$ cat config.mk
export PLATFORM = sky130hd
export DESIGN_NAME = switch_debounce4
export DESIGN_NICKNAME = d
export VERILOG_FILES = /design/src/rtl/switch_debounce4.sv
export SDC_FILE = /design/constraint.sdc
export NUM_CORES = 1
export LEC_CHECK = 0
export BUFFER_PORTS_ARGS = -buffer_cell sky130_fd_sc_hd__buf_2
export CAP_MARGIN = 20
export CORE_UTILIZATION = 54
export CTS_BUF_LIST = sky130_fd_sc_hd__clkbuf_16
export DETAILED_ROUTE_END_ITERATION = 6
export PLACE_DENSITY = 0.75
export SYNTH_ARGS = -nofsm -noshare
export SYNTH_HDL_FRONTEND = slang
export SYNTH_SLANG_ARGS = --single-unit
export TNS_END_PERCENT = 30
$ cat constraint.sdc
create_clock -name clk -period 1.7 [get_ports clk]
set_input_delay 0 -clock clk [delete_from_list [all_inputs] [get_ports clk]]
set_output_delay 0 -clock clk [all_outputs]
set_load 0.05 [all_outputs]
$ cat src/rtl/switch_debounce4.sv
// Four-switch debouncer: per-pin two-flop synchronizers feed one vector-wide
// debounce FSM that commits the 4-bit code once it has held steady long enough.
module switch_debounce4 #(
    parameter int DEBOUNCE_CYCLES = 1000000
) (
    input  logic       clk,
    input  logic       rst,
    input  logic       A,
    input  logic       B,
    input  logic       C,
    input  logic       D,
    output logic [3:0] code_out,
    output logic       code_valid,
    output logic       code_changed
);
    // state | meaning
    // IDLE  | synchronized input matches code_out, nothing pending
    // COUNT | candidate vector cand is being timed for a clean window
    localparam int CNT_W = $clog2(DEBOUNCE_CYCLES);
    localparam logic [CNT_W-1:0] CNT_LAST = CNT_W'(DEBOUNCE_CYCLES - 1);
    localparam logic [CNT_W-1:0] CNT_ONE  = CNT_W'(1);
    localparam logic [0:0] IDLE  = 1'b0;
    localparam logic [0:0] COUNT = 1'b1;

    logic [3:0]       sync1;
    logic [3:0]       s;
    logic [3:0]       cand;
    logic [CNT_W-1:0] cnt;
    logic [0:0]       state;
    logic [1:0]       warm;
    logic             running;

    always_ff @(posedge clk) begin
        if (rst) begin
            sync1 <= 4'b0000;
            s     <= 4'b0000;
        end else begin
            sync1 <= {A, B, C, D};
            s     <= sync1;
        end
    end

    // Hold the FSM until the synchronizers have refilled with live pin values.
    assign running = (warm == 2'd3);

    always_ff @(posedge clk) begin
        if (rst) begin
            state        <= COUNT;
            cand         <= 4'b0000;
            cnt          <= '0;
            code_out     <= 4'b0000;
            code_valid   <= 1'b0;
            code_changed <= 1'b0;
            warm         <= 2'd0;
        end else begin
            code_changed <= 1'b0;
            if (!running) begin
                warm <= warm + 2'd1;
            end else begin
                case (state)
                    IDLE: begin
                        if (s != code_out) begin
                            cand  <= s;
                            cnt   <= '0;
                            state <= COUNT;
                        end
                    end
                    COUNT: begin
                        if (s != cand) begin
                            cand <= s;
                            cnt  <= '0;
                        end else if (cnt == CNT_LAST) begin
                            code_out     <= cand;
                            code_valid   <= 1'b1;
                            code_changed <= (cand != code_out) || !code_valid;
                            state        <= IDLE;
                        end else begin
                            cnt <= cnt + CNT_ONE;
                        end
                    end
                    default: state <= IDLE;
                endcase
            end
        end
    end
endmodule

After elaboration in Yosys (flattened, before gate mapping)
Index checks and enable logic that the tools add are counted.
- flip-flop bits (word level): 41
- input port bits: 6
- output and inout bits: 6
- $add $sub $neg: 2
- equality and inequality tests: 8
- multiplexer cells: 11
- bitwise gates (word level): 4
- reductions and logical operators: 6
- operators by type and width (cell ; count):
    2-to-1 mux 20 bit ; 3
    case mux 20 bit (2 select lines) ; 1
    adder 20 x 1 -> 20 bit, second input constant ; 1
    equality test 20 bit, second input constant ; 1
    != test 4 bit ; 3
    2-to-1 mux 4 bit ; 2
    case mux 4 bit (2 select lines) ; 1
    AND reduction 3 bit ; 2
    OR reduction 5 bit ; 1
    inverter 1 bit ; 4
    AND reduction 4 bit ; 1
    2-to-1 mux 1 bit ; 3
    != test 3 bit, second input constant ; 1
    adder 2 x 1 -> 2 bit, second input constant ; 1
    equality test 2 bit, second input constant ; 1
    != test 2 x 1 -> 1 bit, second input constant ; 1
    != test 2 bit, second input constant ; 1
    case mux 1 bit (2 select lines) ; 1
    zero test 1 bit ; 1
    logical OR 1 bit ; 1

Logic depth before layout (Yosys ltp)
Gate-level depths: netlist of the first run.
- depth in word-level cells: 4
- gate-level depth with buffers: 8
- gate-level depth less buffers: 6

Worst setup path before layout of the first run
OpenSTA, ideal clock, no wires.
- kind: reg2reg
- start point: register cnt[0]
- end point: register cnt[16]
- setup time: 0.123 ns
- arrival: 1.649 ns
- data required time: 1.577 ns
- path slack: -0.072 ns
- stages on the path, launching flop included: 9
- buffers on the path: 2
- path through: dfxtp_1 > ha_1 > nand3_2 > or2_1 > buf_2 > o2111a_1 > buf_6 > a32oi_1 > mux2i_1
- cells in the longest elaborated chain, start to end: 4
- elaborated cells on any way between the ends: 7
- RTL lines (item ; line ; source):
    from (decl) ; 28 ; logic [CNT_W-1:0] cnt;
    from (signal assigned) ; 78 ; cnt <= cnt + CNT_ONE;
    adder 20 x 1 -> 20 bit ; 78 ;
    2-to-1 mux 20 bit ; 72 ; end else if (cnt == CNT_LAST) begin
    2-to-1 mux 20 bit ; 69 ; if (s != cand) begin
    case mux 20 bit (2 select lines) ; 60 ; case (state)
Several ways; a longest one is shown, not always the timed one. The select of a mux whose other input is x is not followed.
A chain may end at the register's enable or synchronous reset.

Worst setup path in the final report of the first run
- start point: register warm[0]
- end point: register cnt[12]
- cells in the longest elaborated chain, start to end: 2
- RTL lines (item ; line ; source):
    from (decl) ; 30 ; logic [1:0] warm;
    from (signal assigned) ; 58 ; warm <= warm + 2'd1;
    equality test 2 bit ; 44 ; assign running = (warm == 2'd3);
    AND reduction 3 bit (no source line) ; n/a ;
No other way between the ends.

==> results of run 1 <==
==> cells in the mapped netlist, types with 2 or more instances <==
| library cell | number |
|---|---|
| clkbuf_1 | 3 |
| nor2b_1 | 9 |
| inv_1 | 9 |
| a21o_1 | 2 |
| o32ai_1 | 2 |
| nor4_1 | 5 |
| nor2_2 | 3 |
| a21oi_1 | 10 |
| buf_6 | 2 |
| o21ai_1 | 8 |
| a32oi_1 | 4 |
| nand2_1 | 18 |
| dfxtp_1 | 41 |
| nor2_1 | 16 |
| nor3_2 | 2 |
| xor2_1 | 7 |
| nand3_1 | 13 |
| xnor2_1 | 11 |
| or3_1 | 4 |
| a31oi_1 | 2 |
| nor3_1 | 4 |
| nand4_1 | 11 |
| o21ai_2 | 2 |
| mux2i_1 | 10 |
| and4_1 | 2 |
| or2_1 | 2 |
| a2bb2oi_1 | 2 |
| buf_2 | 2 |
| ha_1 | 2 |
==> tightest hold or removal path, cell delays in order <==
cell and delay (ns):
buf_2 0.09, buf_4 0.24, a21oi_1 0.06
==> cells by family (layout without fill, tap and decap cells) <==
family	Yosys count	in the layout	synth area share (%)
and+or+nand+nor	100	100	28.2
AOI/OAI and AO/OA	42	43	14.4
DFF	41	41	39.5
xor gates and xnor gates	18	18	7.59
buffers and inverters	18	73	4.28
muxes	10	10	4.82
adders and majority gates	2	2	1.20
==> layer usage <==
layer / track usage [%] / wire length [um] / vias up
li1: - / - / 954
met5: 0 / 0 / -
met2: 46.1 / 2640 / 75
met3: 6.79 / 291 / 14
met1: 33.0 / 2280 / 923
met4: 13.9 / 127 / 0
==> timing repair <==
item                       in CTS  in global routing
hold buffers                    4                  0
resized for setup               3                 11
pin swaps                       0                  4
setup endpoints to repair       5                 16
cloned                          0                  1
hold endpoints to repair        4                  0
==> final cells by class <==
type	count	area, um^2
flip-flops and latches	41	827
well taps	48	60.1
repair buffers	55	395
inverters	10	37.5
clock inverters	3	41.3
clock buffers	5	125
fillers	259	946
multi-input cells	173	1260
==> through the flow <==
step,instances,hold WS (ns),TNS [ns]
5_1_grt,335,0.184,-0.237
3_5_place_dp,322,0.217,-0.0723
6_report,335,0.151,0
2_1_floorplan,231,0.128,-0.0456
4_1_cts,334,0.159,0
3_3_place_gp,322,0.214,-0.0277
==> worst min path at each step <==
stage / slack (ns) / cells past startpoint / endpoint
2_1_floorplan: 0.13 / 1 / sync1[0]
3_3_place_gp: 0.21 / 2 / sync1[1]
3_5_place_dp: 0.22 / 2 / sync1[2]
4_1_cts: 0.16 / 3 / code_out[2]
5_1_grt: 0.18 / 3 / cand[1]
6_report: 0.15 / 3 / code_out[2]
==> power groups by stage <==
stage | clock network [mW] | logic, mW | registers (mW)
finish | 1.07 | 0.284 | 0.999
global route | 1.11 | 0.306 | 1.00
CTS | 1.07 | 0.268 | 0.999
detailed placement | 0 | 0.256 | 1.02
global placement | 0 | 0.252 | 1.02
floorplan | 0 | 0.158 | 1.02
==> flip-flops by register name (all words and copies together), names as in the netlist <==
name and cells:
warm 2, s 4, sync1 4, cnt 20, state 1, code_changed 1, cand 4, code_valid 1
code_out 4
==> out/metrics.yaml, run 1 <==
timing:
  setup_viol: 0
  fin_ws_ns: 0.00637
  min_period_ns: 1.69
  hold_viol_final: 0
  max_freq_mhz: 590
  finClkSkew_ns: 0.00640
  worst_slew_pin_slew_ns: 0.450
  final_max_slew_viol_count: 0
  slew-limit-headroom_pct: 70.0
  fin_crit_sh_pct: 99.6
  rsz0062_at_grt: "yes"
worst_setup_path:
  start_kind: "flop"
  endpoint_kind: "flop"
  critPathBufInv: 0
  crit_path_end: "cnt[12]"
  cp_num_cells: 6
  timing.setup.critical_path_class: "reg -> reg"
  reg2reg_depth: 6
  cp-startpoint: "warm[0]"
  rrSetupSlack_ns: 0.006
  critPathRequiredTime_ns: 1.87
  cp.arrival_ns: 1.87
  worst-path-max-fanout: 5
  reg2reg_to: "cnt[12]"
  crit_path_max_incr_delay_ns: 0.34
  r2r-start: "warm[0]"
  cp_slowest_cell: "dfxtp_1"
  path_cells: "ha_2 -> nand2_2 -> nor3_2 -> nand2_1 -> o311a_1 -> a211o_1"
  critPathTopFamily: "compound AO/OA/AOI/OAI gates"
floorplanning:
  dieWidth_um: 64.0
  rows: 22
  start_util_pct: 56.3
  coreArea_mm2: 0.00369
  die_area_mm2: 0.00410
  floorplan.io_pins: 12
  dieHeight_um: 64.0
finish:
  layout_common_cells: "buf_4, dfxtp_1, nand2_1"
  diodes: 0
  layout-drive-gt1-share_pct: 32.1
  area_growth_pct: 32.0
  finalNetCount: 294
  final_common_cell: "buf_4"
  postLayoutCoreUtil_pct: 74.4
  fin_area_mm2: 0.00274
logic_synthesis:
  synth_top_flop_cell: "dfxtp_1"
  synthCells: 231
  synth_top_cell_area_share_pct: 39.5
  synth_area_leaders: "dfxtp_1, mux2i_1, xnor2_1"
  syn_nets: 239
  ys_warn_count: 0
  ys_ff_latch: 41
  ys_types: 52
  synth_edf_count: 0
  seq_area_frac_synth_pct: 39.5
  syn_area_mm2: 0.00208
  async_flop_share_pct: 0
  postSynthAreaPerCell_um2: 8.99
  yosys.area.top_type: "dfxtp_1"
placed_design:
  dp_hpwl_mm: 3.58
  dpl_cell_area_mm2: 0.00246
  port_buffers: 11
  dp_slack_ns: -0.0517
  gp_congestion: 0.893
cts:
  cts_buffers: 5
  cts_buffer_depth: 2
  cts_setup_buffers: 0
  tritoncts: "done"
  cts_max_level: 2
  path_clk_slew_ns: 0.06
  root_buffer: "clkbuf_16"
  clock_latency_ns: 0.28
  clock-sinks: 41
route:
  wl_per_cell_um: 15.9
  vias_per_cell: 5.87
  wirelength_mm: 5.33
  drt-pass1-iter-count: 4
  final_antenna_net_count: 0
  drc: 0
  vias: 1966
  first_iter_violations: 172
worst_hold_path:
  hold_start: "rst"
  hp-class: "in -> reg"
global_route:
  grt_overflow: 0
  grt_pass1_vias: 1916
  grt_use_total_pct: 27.7
  antenna_found_initial: 0
  grt_pass1_wl_mm: 8.74
  grt_max_degree: 24
power_and_ir_drop:
  p_leak_nw: 1.06
  finalPower_mw: 2.35
  power.density_mw_per_mm2: 857
  ir_drop_mv: 0.676
  power.share.combinational_pct: 12.1
  p_int_mw: 1.80
  switching_share_pct: 23.4
  clock_power_share_pct: 45.4
  p_switching_mw: 0.550
  p_seq_share_pct: 42.5
outcome:
  status: "finished clean"
job:
  maxCapViolations: 0
Note: power is estimated with default switching activity, not from simulation.
==> inputs of run 2 (changes only) <==
--- a/config.mk
+++ b/config.mk
@@ -5,12 +5,13 @@
 export SDC_FILE = /design/constraint.sdc
 export NUM_CORES = 1
 export LEC_CHECK = 0
+export ABC_AREA = 1
 export BUFFER_PORTS_ARGS = -buffer_cell sky130_fd_sc_hd__buf_2
 export CAP_MARGIN = 20
-export CORE_UTILIZATION = 54
+export CORE_UTILIZATION = 60
 export CTS_BUF_LIST = sky130_fd_sc_hd__clkbuf_16
 export DETAILED_ROUTE_END_ITERATION = 6
-export PLACE_DENSITY = 0.75
+export PLACE_DENSITY = 0.78
 export SYNTH_ARGS = -nofsm -noshare
 export SYNTH_HDL_FRONTEND = slang
 export SYNTH_SLANG_ARGS = --single-unit
==> constraint.sdc (replaced) <==
create_clock -name clk -period 1.65 [get_ports clk]
set_input_delay 0 -clock clk [delete_from_list [all_inputs] [get_ports clk]]
set_output_delay 0 -clock clk [all_outputs]
set_load 0.05 [all_outputs]
==> run 2 against run 1 <==
Compared with the run above:
- non-clock buffer count decreased by 19
- register-to-register slack improved by 0.04 ns
- power increased by 5.5%
- via count increased by 28%
- global-route usage increased by 3.9 points
- cell count increased by 41%
- sequential cell count unchanged
- critical path type unchanged
==> out/metrics.yaml, run 2 <==
power_and_ir_drop:
  ir_drop_mv: 0.621  # -8.1%
  p_leak_nw: 1.30  # +23%
  power.density_mw_per_mm2: 845  # -1.4%
worst_setup_path:
  cp.arrival_ns: 1.77  # -0.10 ns
  cp_slowest_cell: "dfxtp_1"
  start_kind: "flop"
  timing.setup.critical_path_class: "reg -> reg"
  reg2reg_depth: 9  # +3
  critPathRequiredTime_ns: 1.81  # -0.06 ns
  path_cells: "nand2_1 -> clkinv_1 -> nand3_1 -> nor2_1 -> nand3_2 -> nand2_4 -> nand2_8 -> nor2_4 -> o21ai_0"
  endpoint_kind: "flop"
  crit_path_max_incr_delay_ns: 0.39  # +0.05 ns
  worst-path-max-fanout: 10  # +5
route:
  vias: 2513  # +28%
  drt-pass1-iter-count: 5  # +1
  first_iter_violations: 245  # +42%
  wl_per_cell_um: 12.7  # -20%
  drc: 0  # unchanged
  vias_per_cell: 5.31  # -9.5%
  wirelength_mm: 6.01  # +13%
  final_antenna_net_count: 0  # unchanged
logic_synthesis:
  synth_top_flop_cell: "dfxtp_1"
  synth_area_leaders: "dfxtp_1, nand2_1, nor2_1"
  async_flop_share_pct: 0  # unchanged
  ys_ff_latch: 41  # unchanged
  synth_top_cell_area_share_pct: 33.8  # -5.7 points
  syn_nets: 397  # +66%
  synth_edf_count: 0  # unchanged
  ys_warn_count: 0  # unchanged
  postSynthAreaPerCell_um2: 6.24  # -31%
  seq_area_frac_synth_pct: 33.8  # -5.7 points
  yosys.area.top_type: "dfxtp_1"
  synth_common_cells: "nand2_1, nor2_1, inv_1"
  synth.most_common_cell: "nand2_1"
  ys_types: 33  # -37%
  syn_area_mm2: 0.00243  # +17%
  synthCells: 389  # +68%
cts:
  clock-sinks: 41  # unchanged
  cts_buffers: 5  # unchanged
  root_buffer: "clkbuf_16"
  cts_buffer_depth: 2  # unchanged
  tritoncts: "done"
  clock_latency_ns: 0.29  # about the same
  path_clk_slew_ns: 0.06  # about the same
  cts_max_level: 2  # unchanged
timing:
  setup_viol: 0  # unchanged
  fin_crit_sh_pct: 97.2  # -2.5 points
  hold_viol_final: 0  # unchanged
  fin_ws_ns: 0.0466  # +0.0403 ns
  slew-limit-headroom_pct: 61.2  # -8.8 points
  max_freq_mhz: 624  # +5.6%
  min_period_ns: 1.60  # -0.0903 ns
  finClkSkew_ns: 0.00417  # -0.00223 ns
  worst_slew_pin_slew_ns: 0.578  # +0.128 ns
  timing.hold.ws_ns: 0.395  # +0.244 ns
  final_max_slew_viol_count: 0  # unchanged
finish:
  finalNonFillerCells: 473  # +41%
  fillCellCount: 305  # +18%
  diodes: 0  # unchanged
  postLayoutCoreUtil_pct: 77.8  # +3.4 points
  finalNetCount: 432  # +47%
  regMostFlops: "cnt"
  layout-drive-gt1-share_pct: 17.6  # -14 points
  area_growth_pct: 20.8
  largest_reg_flops: 20  # unchanged
  layout_common_cells: "nand2_1, nor2_1, inv_1"
  final_common_cell: "nand2_1"
  fin_area_mm2: 0.00293  # +7.0%
job:
  maxCapViolations: 0  # unchanged
floorplanning:
  start_util_pct: 64.4  # +8.1 points
  dieWidth_um: 65.6  # +2.5%
  die_area_mm2: 0.00431  # +5.1%
  rows: 22  # unchanged
  floorplan.io_pins: 12  # unchanged
  coreArea_mm2: 0.00377  # +2.2%
  dieHeight_um: 65.6  # +2.5%
global_route:
  grt_pass1_vias: 2334  # +22%
  top_usage_layer: "met2"
  antenna_found_initial: 0  # unchanged
  grt_util_met1_pct: 42.1  # +9.1 points
  grt.met3_usage_pct: 6.60  # -0.19 points
  grt_max_degree: 20  # -17%
  grt_overflow: 0  # unchanged
  grt_pass1_wl_mm: 10.2  # +17%
  grt_use_total_pct: 31.6  # +3.9 points
  use_met2_pct: 48.5  # +2.3 points
placed_design:
  port_buffers: 11  # unchanged
  dp_hpwl_mm: 4.15  # +16%
  dp_cells: 455  # +41%
  gp_congestion: 1.00  # +13%
  dpl_cell_area_mm2: 0.00263  # +6.7%
  dp_slack_ns: 0.0334  # +0.0851 ns
outcome:
  status: "finished clean"
worst_hold_path:
  hp-class: "reg -> reg"
  min_path_cells: 2  # -1
[run 2: through the flow]
step	total power, mW	setup TNS [ns]
CTS	2.44	0
detailed placement	1.47	0
global route	2.59	-0.0557
floorplan	1.38	0
finish	2.48	0
global placement	1.47	0
[run 2: area by class of cell]
type / count / area (um^2) / share of cell area [%]
Clock inverter: 3 / 22.5 / 0.768
Inverter: 49 / 184 / 6.27
Sequential cell: 41 / 832 / 28.4
Multi-Input combinational cell: 291 / 1410 / 48.2
Timing Repair Buffer: 36 / 297 / 10.1
Tap cell: 48 / 60.1 / 2.05
Clock buffer: 5 / 125 / 4.26
[run 2: metal layers]
layer	wire length, um	up-vias
met4	176	0
met1	2670	1088
li1	-	1287
met2	2660	114
met3	499	24
met5	0	-
[run 2: worst max-delay path: cells and delay by family (launching register included)]
family                 cells  cell delay, ns
AND/OR/NAND/NOR            7            0.93
buffers and inverters      1            0.07
AO/OA/AOI/OAI              1            0.10
flip-flops                 1            0.39
[run 2: final timing paths]
path                               start    end  slack (ns)
worst max-delay path             cnt[17]  state        0.05
worst min-delay path            sync1[1]   s[1]        0.40
worst max register to register   cnt[17]  state        0.05
worst min register to register  sync1[1]   s[1]        0.40
[run 2: power breakdown]
part           total [mW]  switching (mW)  internal, mW
clock network       0.965           0.403         0.562
logic               0.436           0.276         0.160
registers            1.08          0.0435          1.03
total                2.48           0.723          1.76
[run 2: logic make-up (layout without fill, tap and decap cells)]
kind of cell,after synthesis,in the layout,synth area share (%)
xor+xnor,6,6,2.16
compound gates,22,22,5.10
flops,41,41,33.8
simple gates,261,261,47.9
fa+ha+maj,2,2,1.03
buf+inv,57,93,10.0
[run 2: timing repair]
action / CTS / global route
hold buffers: 5 / 0
resized for setup: 0 / 20
setup endpoints to repair: 0 / 28
buffers inserted: 0 / 5
hold endpoints to repair: 5 / 0
